--- config.mk ---
export PLATFORM = sky130hd
export DESIGN_NAME = dce_uart_rx
export DESIGN_NICKNAME = d
export VERILOG_FILES = /design/src/rtl/dce_uart_rx.sv
export SDC_FILE = /design/constraint.sdc
export NUM_CORES = 1
export LEC_CHECK = 0
export CORE_ASPECT_RATIO = 1.4
export CORE_MARGIN = 2
export CORE_UTILIZATION = 60
export CTS_CLUSTER_DIAMETER = 30
export DETAILED_ROUTE_END_ITERATION = 16
export PLACE_DENSITY = 0.81
export SYNTH_ARGS = -nofsm -noshare
export SYNTH_HDL_FRONTEND = slang
export SYNTH_SLANG_ARGS = --single-unit
--- constraint.sdc ---
create_clock -name clock -period 9.7 [get_ports clock]
set_clock_uncertainty 0.2 [all_clocks]
set_input_delay 1.455 -clock clock [delete_from_list [all_inputs] [get_ports clock]]
set_output_delay 1.455 -clock clock [all_outputs]
set_load 0.1 [all_outputs]
--- src/rtl/dce_uart_rx.sv ---
// DCE-side 8N1 UART receiver: bit-timed deserialiser feeding a small byte FIFO,
// with rts throttling so the transactor stops before the buffer overflows.
//
// state     | meaning
// ----------+---------------------------------------------------------------
// WAIT_IDLE | after reset or framing error; wait for the line to read high
// IDLE      | line idle; a low sample marks a start bit
// START     | timing to mid start bit to confirm it is not a glitch
// DATA      | sampling 8 data bits, LSB first
// STOP      | sampling the stop bit; push, overrun or framing error
module dce_uart_rx #(
    parameter int FIFO_DEPTH = 4,
    parameter int MIN_DIV    = 4
) (
    input  logic                          clock,
    input  logic                          reset_n,
    input  logic                          rxd,
    input  logic [31:0]                   baud_div,
    output logic                          rts,
    output logic                          out_valid,
    output logic [7:0]                    out_data,
    input  logic                          out_ready,
    output logic                          frame_err,
    output logic                          overrun,
    output logic [$clog2(FIFO_DEPTH):0]   fill
);

    localparam int AW = $clog2(FIFO_DEPTH);
    localparam logic [AW:0] DEPTH_F = (AW+1)'(FIFO_DEPTH);
    localparam logic [AW:0] RTS_LIM = (AW+1)'(FIFO_DEPTH - 1);

    typedef enum logic [2:0] {
        WAIT_IDLE,
        IDLE,
        START,
        DATA,
        STOP
    } state_t;

    state_t        state;
    logic          rx_meta;
    logic          rxs;
    logic [1:0]    prime;
    logic [31:0]   div_q;
    logic [31:0]   tmr;
    logic [2:0]    bit_idx;
    logic [7:0]    sr;
    logic [7:0]    mem [FIFO_DEPTH];
    logic [AW-1:0] wr_ptr;
    logic [AW-1:0] rd_ptr;

    logic [31:0]   div_eff;
    logic          tc;
    logic          full;
    logic          pop;
    logic          push;

    assign div_eff   = (baud_div < 32'(MIN_DIV)) ? 32'(MIN_DIV) : baud_div;
    assign tc        = (tmr == 32'd0);
    assign full      = (fill == DEPTH_F);
    assign out_valid = (fill != '0);
    assign out_data  = mem[rd_ptr];
    assign pop       = out_valid & out_ready;
    assign push      = (state == STOP) && tc && rxs && (!full || pop);

    always_ff @(posedge clock or negedge reset_n) begin
        if (!reset_n) begin
            rx_meta <= 1'b1;
            rxs     <= 1'b1;
            prime   <= 2'b00;
        end else begin
            rx_meta <= rxd;
            rxs     <= rx_meta;
            prime   <= {prime[0], 1'b1};
        end
    end

    // prime[1] holds WAIT_IDLE until rxs reflects the real line rather than
    // the synchroniser's reset value, so a reset released mid-low stays put.
    always_ff @(posedge clock or negedge reset_n) begin
        if (!reset_n) begin
            state     <= WAIT_IDLE;
            div_q     <= 32'd0;
            tmr       <= 32'd0;
            bit_idx   <= 3'd0;
            sr        <= 8'd0;
            frame_err <= 1'b0;
            overrun   <= 1'b0;
        end else begin
            frame_err <= 1'b0;
            overrun   <= 1'b0;
            case (state)
                WAIT_IDLE: begin
                    if (rxs && prime[1]) state <= IDLE;
                end
                IDLE: begin
                    if (!rxs) begin
                        div_q <= div_eff;
                        tmr   <= (div_eff >> 1) - 32'd1;
                        state <= START;
                    end
                end
                START: begin
                    if (tc) begin
                        if (rxs) begin
                            state <= IDLE;
                        end else begin
                            tmr     <= div_q - 32'd1;
                            bit_idx <= 3'd0;
                            state   <= DATA;
                        end
                    end else begin
                        tmr <= tmr - 32'd1;
                    end
                end
                DATA: begin
                    if (tc) begin
                        sr      <= {rxs, sr[7:1]};
                        tmr     <= div_q - 32'd1;
                        bit_idx <= bit_idx + 3'd1;
                        if (bit_idx == 3'd7) state <= STOP;
                    end else begin
                        tmr <= tmr - 32'd1;
                    end
                end
                STOP: begin
                    if (tc) begin
                        if (rxs) begin
                            if (!push) overrun <= 1'b1;
                            state <= IDLE;
                        end else begin
                            frame_err <= 1'b1;
                            state     <= WAIT_IDLE;
                        end
                    end else begin
                        tmr <= tmr - 32'd1;
                    end
                end
                default: state <= WAIT_IDLE;
            endcase
        end
    end

    always_ff @(posedge clock or negedge reset_n) begin
        if (!reset_n) begin
            for (int i = 0; i < FIFO_DEPTH; i++) mem[i] <= 8'd0;
            wr_ptr <= '0;
            rd_ptr <= '0;
            fill   <= '0;
            rts    <= 1'b0;
        end else begin
            if (push) begin
                mem[wr_ptr] <= sr;
                wr_ptr      <= wr_ptr + 1'b1;
            end
            if (pop) rd_ptr <= rd_ptr + 1'b1;
            case ({push, pop})
                2'b10:   fill <= fill + 1'b1;
                2'b01:   fill <= fill - 1'b1;
                default: fill <= fill;
            endcase
            // one slot stays free for a character already on the wire
            rts <= (fill < RTS_LIM);
        end
    end

endmodule

==> out/metrics.csv <==
metric;value;unit
run_status;completed;
postSynthAreaPerCell;10.0;um2
globalplace.congestion;0.973;
cp.required;9810;ps
detail_route.wl_per_cell;19.7;um
synth-main-ff-cell;sky130_fd_sc_hd__dfrtp_1;
slew_headroom;10.7;%
total_nets_after_synthesis;777;
postCtsHoldBufs;0;
synth_edf_count;0;
num_antenna_cells;0;
drive_above_1_share;16.8;%
swShare;31.3;%
core_area;11900;um2
rsz0062_at_grt;no;
final_nets;814;
net-switching-power;0.000559;W
worst_slew_pin_slew;1330;ps
dieWidth;97.4;um
synth-seq-area-share;42.3;%
slew_viol_final;0;
crit_path_end_kind;flop;
peakVddDrop;140;uV
power_frac_comb;20.6;%
final_hold_viol_count;0;
drt_pass1_iterations;7;
yosysTopAreaCell;sky130_fd_sc_hd__dfrtp_1;
grt_antenna_before_repair;0;
grt_pass1_vias;6106;
drc;0;
global_route_wire_length_before_repair;30.1;mm
via_count;6208;
die_h;135;um
grt_util_all_layers;28.6;%
cts_max_level;4;
cts-root-to-sink-buffers;2;
postLayoutCellArea;8490;um2
power_leakage;3.47;nW
worstSetupStartpointType;primary input;
cts_inserted_buffers;17;
synth.lib_cells_used.distinct;66;
clock_input_transition_at_the_sequential_cells_of_the_worst_setup_and_hold_paths;50;ps
finalCritPeriodShare;62.0;%
utilization;71.4;%
root_buffer;sky130_fd_sc_hd__clkbuf_16;
max_freq;166;MHz
detailedPlacementHpwl;12.8;mm
cts_resized;0;
ws_path_type;in -> reg;
floorplan.die_area;13100;um2
syn_inst;730;
synth.top_cells.by_area;sky130_fd_sc_hd__dfrtp_1 42%, sky130_fd_sc_hd__mux2_2 10%, sky130_fd_sc_hd__o21ai_0 4.2%;
cts_tree;yes;
area_growth_syn_to_layout;15.7;%
insertion_delay;420;ps
number_of_sinks_handled_by_clock_tree_synthesis;124;
layout_min_cycle_time;6010;ps
vias_per_cell;6.71;
synth-async-reset-ratio;100;%
clock_power_share;36.2;%
crit_path_max_fanout;9;
final-seq-area;3110;um2
routed_wirelength;18.2;mm
final.setup.tns;0;ps
whs;155;ps
synth_top_area_share;41.6;%
power.sequential.fraction;43.2;%
power_report.internal_total;0.00123;W
placement.io_buffers;50;
fillers;870;
netlist_area_before_placement;7330;um2
synth.ff_latch_count;124;
detail_route.iter0.violations;572;
core.rowCount;47;
io_pins;51;
final-instance-count-excl-fill;925;
post_route_antenna_net_violation_count;0;
hold_path.class;reg -> reg;
gr-total-overflow;0;
area_occupied_by_multi_input_gates;4030;um2
grt_start_max_net_pins;70;
setup-violations-final;0;
yosysWarningCount;0;
placed_cells_incl_taps;895;
maxCapViolCount;0;
post-cts-setup-buffers;0;
placement.cell_area;7890;um2
data_arrival_time_at_the_worst_slack_endpoint;6120;ps
initial_utilization;61.7;%
power.density;211;nW/um2
metrics by stage:
| step | power, W | setup WS, ps |
|---|---|---|
| 3_5_place_dp | 0.00113 | 3350 |
| 5_1_grt | 0.00187 | 3230 |
| 2_1_floorplan | 0.00101 | 4790 |
| 3_3_place_gp | 0.00111 | 3510 |
| 4_1_cts | 0.00178 | 3780 |
| 6_report | 0.00179 | 3690 |
path summary, 6_finish.rpt:
| check | slack (ps) | cells past startpoint | from | to |
|---|---|---|---|---|
| min in group asynchronous | 880 | 1 | reset_n | tmr[4] |
| hold / removal | 150 | 0 | rx_meta | rxs |
| hold reg to reg | 150 | 0 | rx_meta | rxs |
| setup reg to reg | 5550 | 9 | tmr[0] | tmr[24] |
| setup / recovery | 3690 | 13 | baud_div[21] | tmr[20] |
| max in group asynchronous | 7130 | 2 | reset_n | rts |
cell families (layout without fill, tap and decap cells):
family,Yosys count,in the layout,share of synthesized area [%]
flops,124,124,42.3
other cells,1,1,0.0511
simple gates,249,249,19.1
fa+ha+maj,11,11,1.98
xor+xnor,59,59,7.05
mux,78,78,13.2
compound gates,161,161,13.5
buf+inv,47,95,2.80
critical path, stage by stage:
cell                              delay [ps]
sky130_fd_sc_hd__clkdlybuf4s50_1         490
sky130_fd_sc_hd__nor4_1                  680
sky130_fd_sc_hd__nand4_1                 410
sky130_fd_sc_hd__nor3_1                  890
sky130_fd_sc_hd__nand2b_1                240
sky130_fd_sc_hd__ha_1                    220
sky130_fd_sc_hd__nor4b_1                 360
sky130_fd_sc_hd__nand4_1                 400
sky130_fd_sc_hd__nor4_1                  360
sky130_fd_sc_hd__xor2_1                  120
sky130_fd_sc_hd__a22oi_1                 180
sky130_fd_sc_hd__o21ai_0                 120
sky130_fd_sc_hd__a22o_1                  180
routing by layer:
metal | global-route usage, % | share of wire [%] | wire [um] | up-vias
li1 | - | - | - | 2802
met1 | 33.4 | 38 | 6980 | 2994
met2 | 50.5 | 52 | 9550 | 330
met3 | 5.33 | 5.6 | 1030 | 82
met4 | 14.0 | 3.7 | 667 | 0
met5 | 0 | 0 | 0 | -
placed cells by master (no fill, tap or decap), drive strengths merged, types with 4 or more instances in the layout:
cell type,instances
a211oi,5
a21oi,26
a221oi,5
a22o,8
a22oi,8
a31oi,8
and2,4
and4,4
buf,4
clkbuf,23
clkdlybuf4s50,49
dfrtp,122
ha,10
inv,12
mux2,70
mux4,8
nand2,39
nand2b,8
nand3,12
nand4,13
nor2,59
nor3,39
nor3b,4
nor4,30
o21a,4
o21ai,65
o22ai,12
o31ai,4
or3,12
or4,11
xnor2,30
xor2,29
cell usage after synthesis, types with 9 or more instances:
cell type and number:
sky130_fd_sc_hd__dfrtp_1 122, sky130_fd_sc_hd__mux2_2 68, sky130_fd_sc_hd__o21ai_0 61, sky130_fd_sc_hd__nor2_1 59
sky130_fd_sc_hd__nor3_1 38, sky130_fd_sc_hd__nand2_1 35, sky130_fd_sc_hd__xnor2_1 30, sky130_fd_sc_hd__xor2_1 29
sky130_fd_sc_hd__nor4_1 26, sky130_fd_sc_hd__a21oi_1 25, sky130_fd_sc_hd__clkbuf_1 21, sky130_fd_sc_hd__nand4_1 13
sky130_fd_sc_hd__inv_1 12, sky130_fd_sc_hd__nand3_1 12, sky130_fd_sc_hd__o22ai_1 12, sky130_fd_sc_hd__or3_1 12
sky130_fd_sc_hd__ha_1 10, sky130_fd_sc_hd__or4_1 9
final cells by class:
| class | instances | area share, % |
|---|---|---|
| clock inverters | 7 | 1.33 |
| flip-flops and latches | 124 | 36.6 |
| multi-input cells | 559 | 47.5 |
| well taps | 147 | 2.17 |
| clock buffers | 23 | 5.75 |
| repair buffers | 53 | 6.13 |
| inverters | 12 | 0.531 |
power groups by stage:
stage | clock [W] | combinational [W] | sequential [W]
finish | 0.000647 | 0.000368 | 0.000771
global route | 0.000676 | 0.000407 | 0.000785
CTS | 0.000654 | 0.000363 | 0.000764
detailed placement | 0 | 0.000360 | 0.000771
global placement | 0 | 0.000347 | 0.000762
floorplan | 0 | 0.000284 | 0.000727
flip-flops by register name, indices dropped and copies added, names as in the netlist:
signal,flops
bit_idx,3
div_q,32
fill,3
frame_err,1
mem,32
overrun,1
prime,2
rd_ptr,2
rts,1
rx_meta,1
rxs,1
sr,8
state,3
tmr,32
wr_ptr,2
No activity file was read; power rests on OpenSTA's default activity.
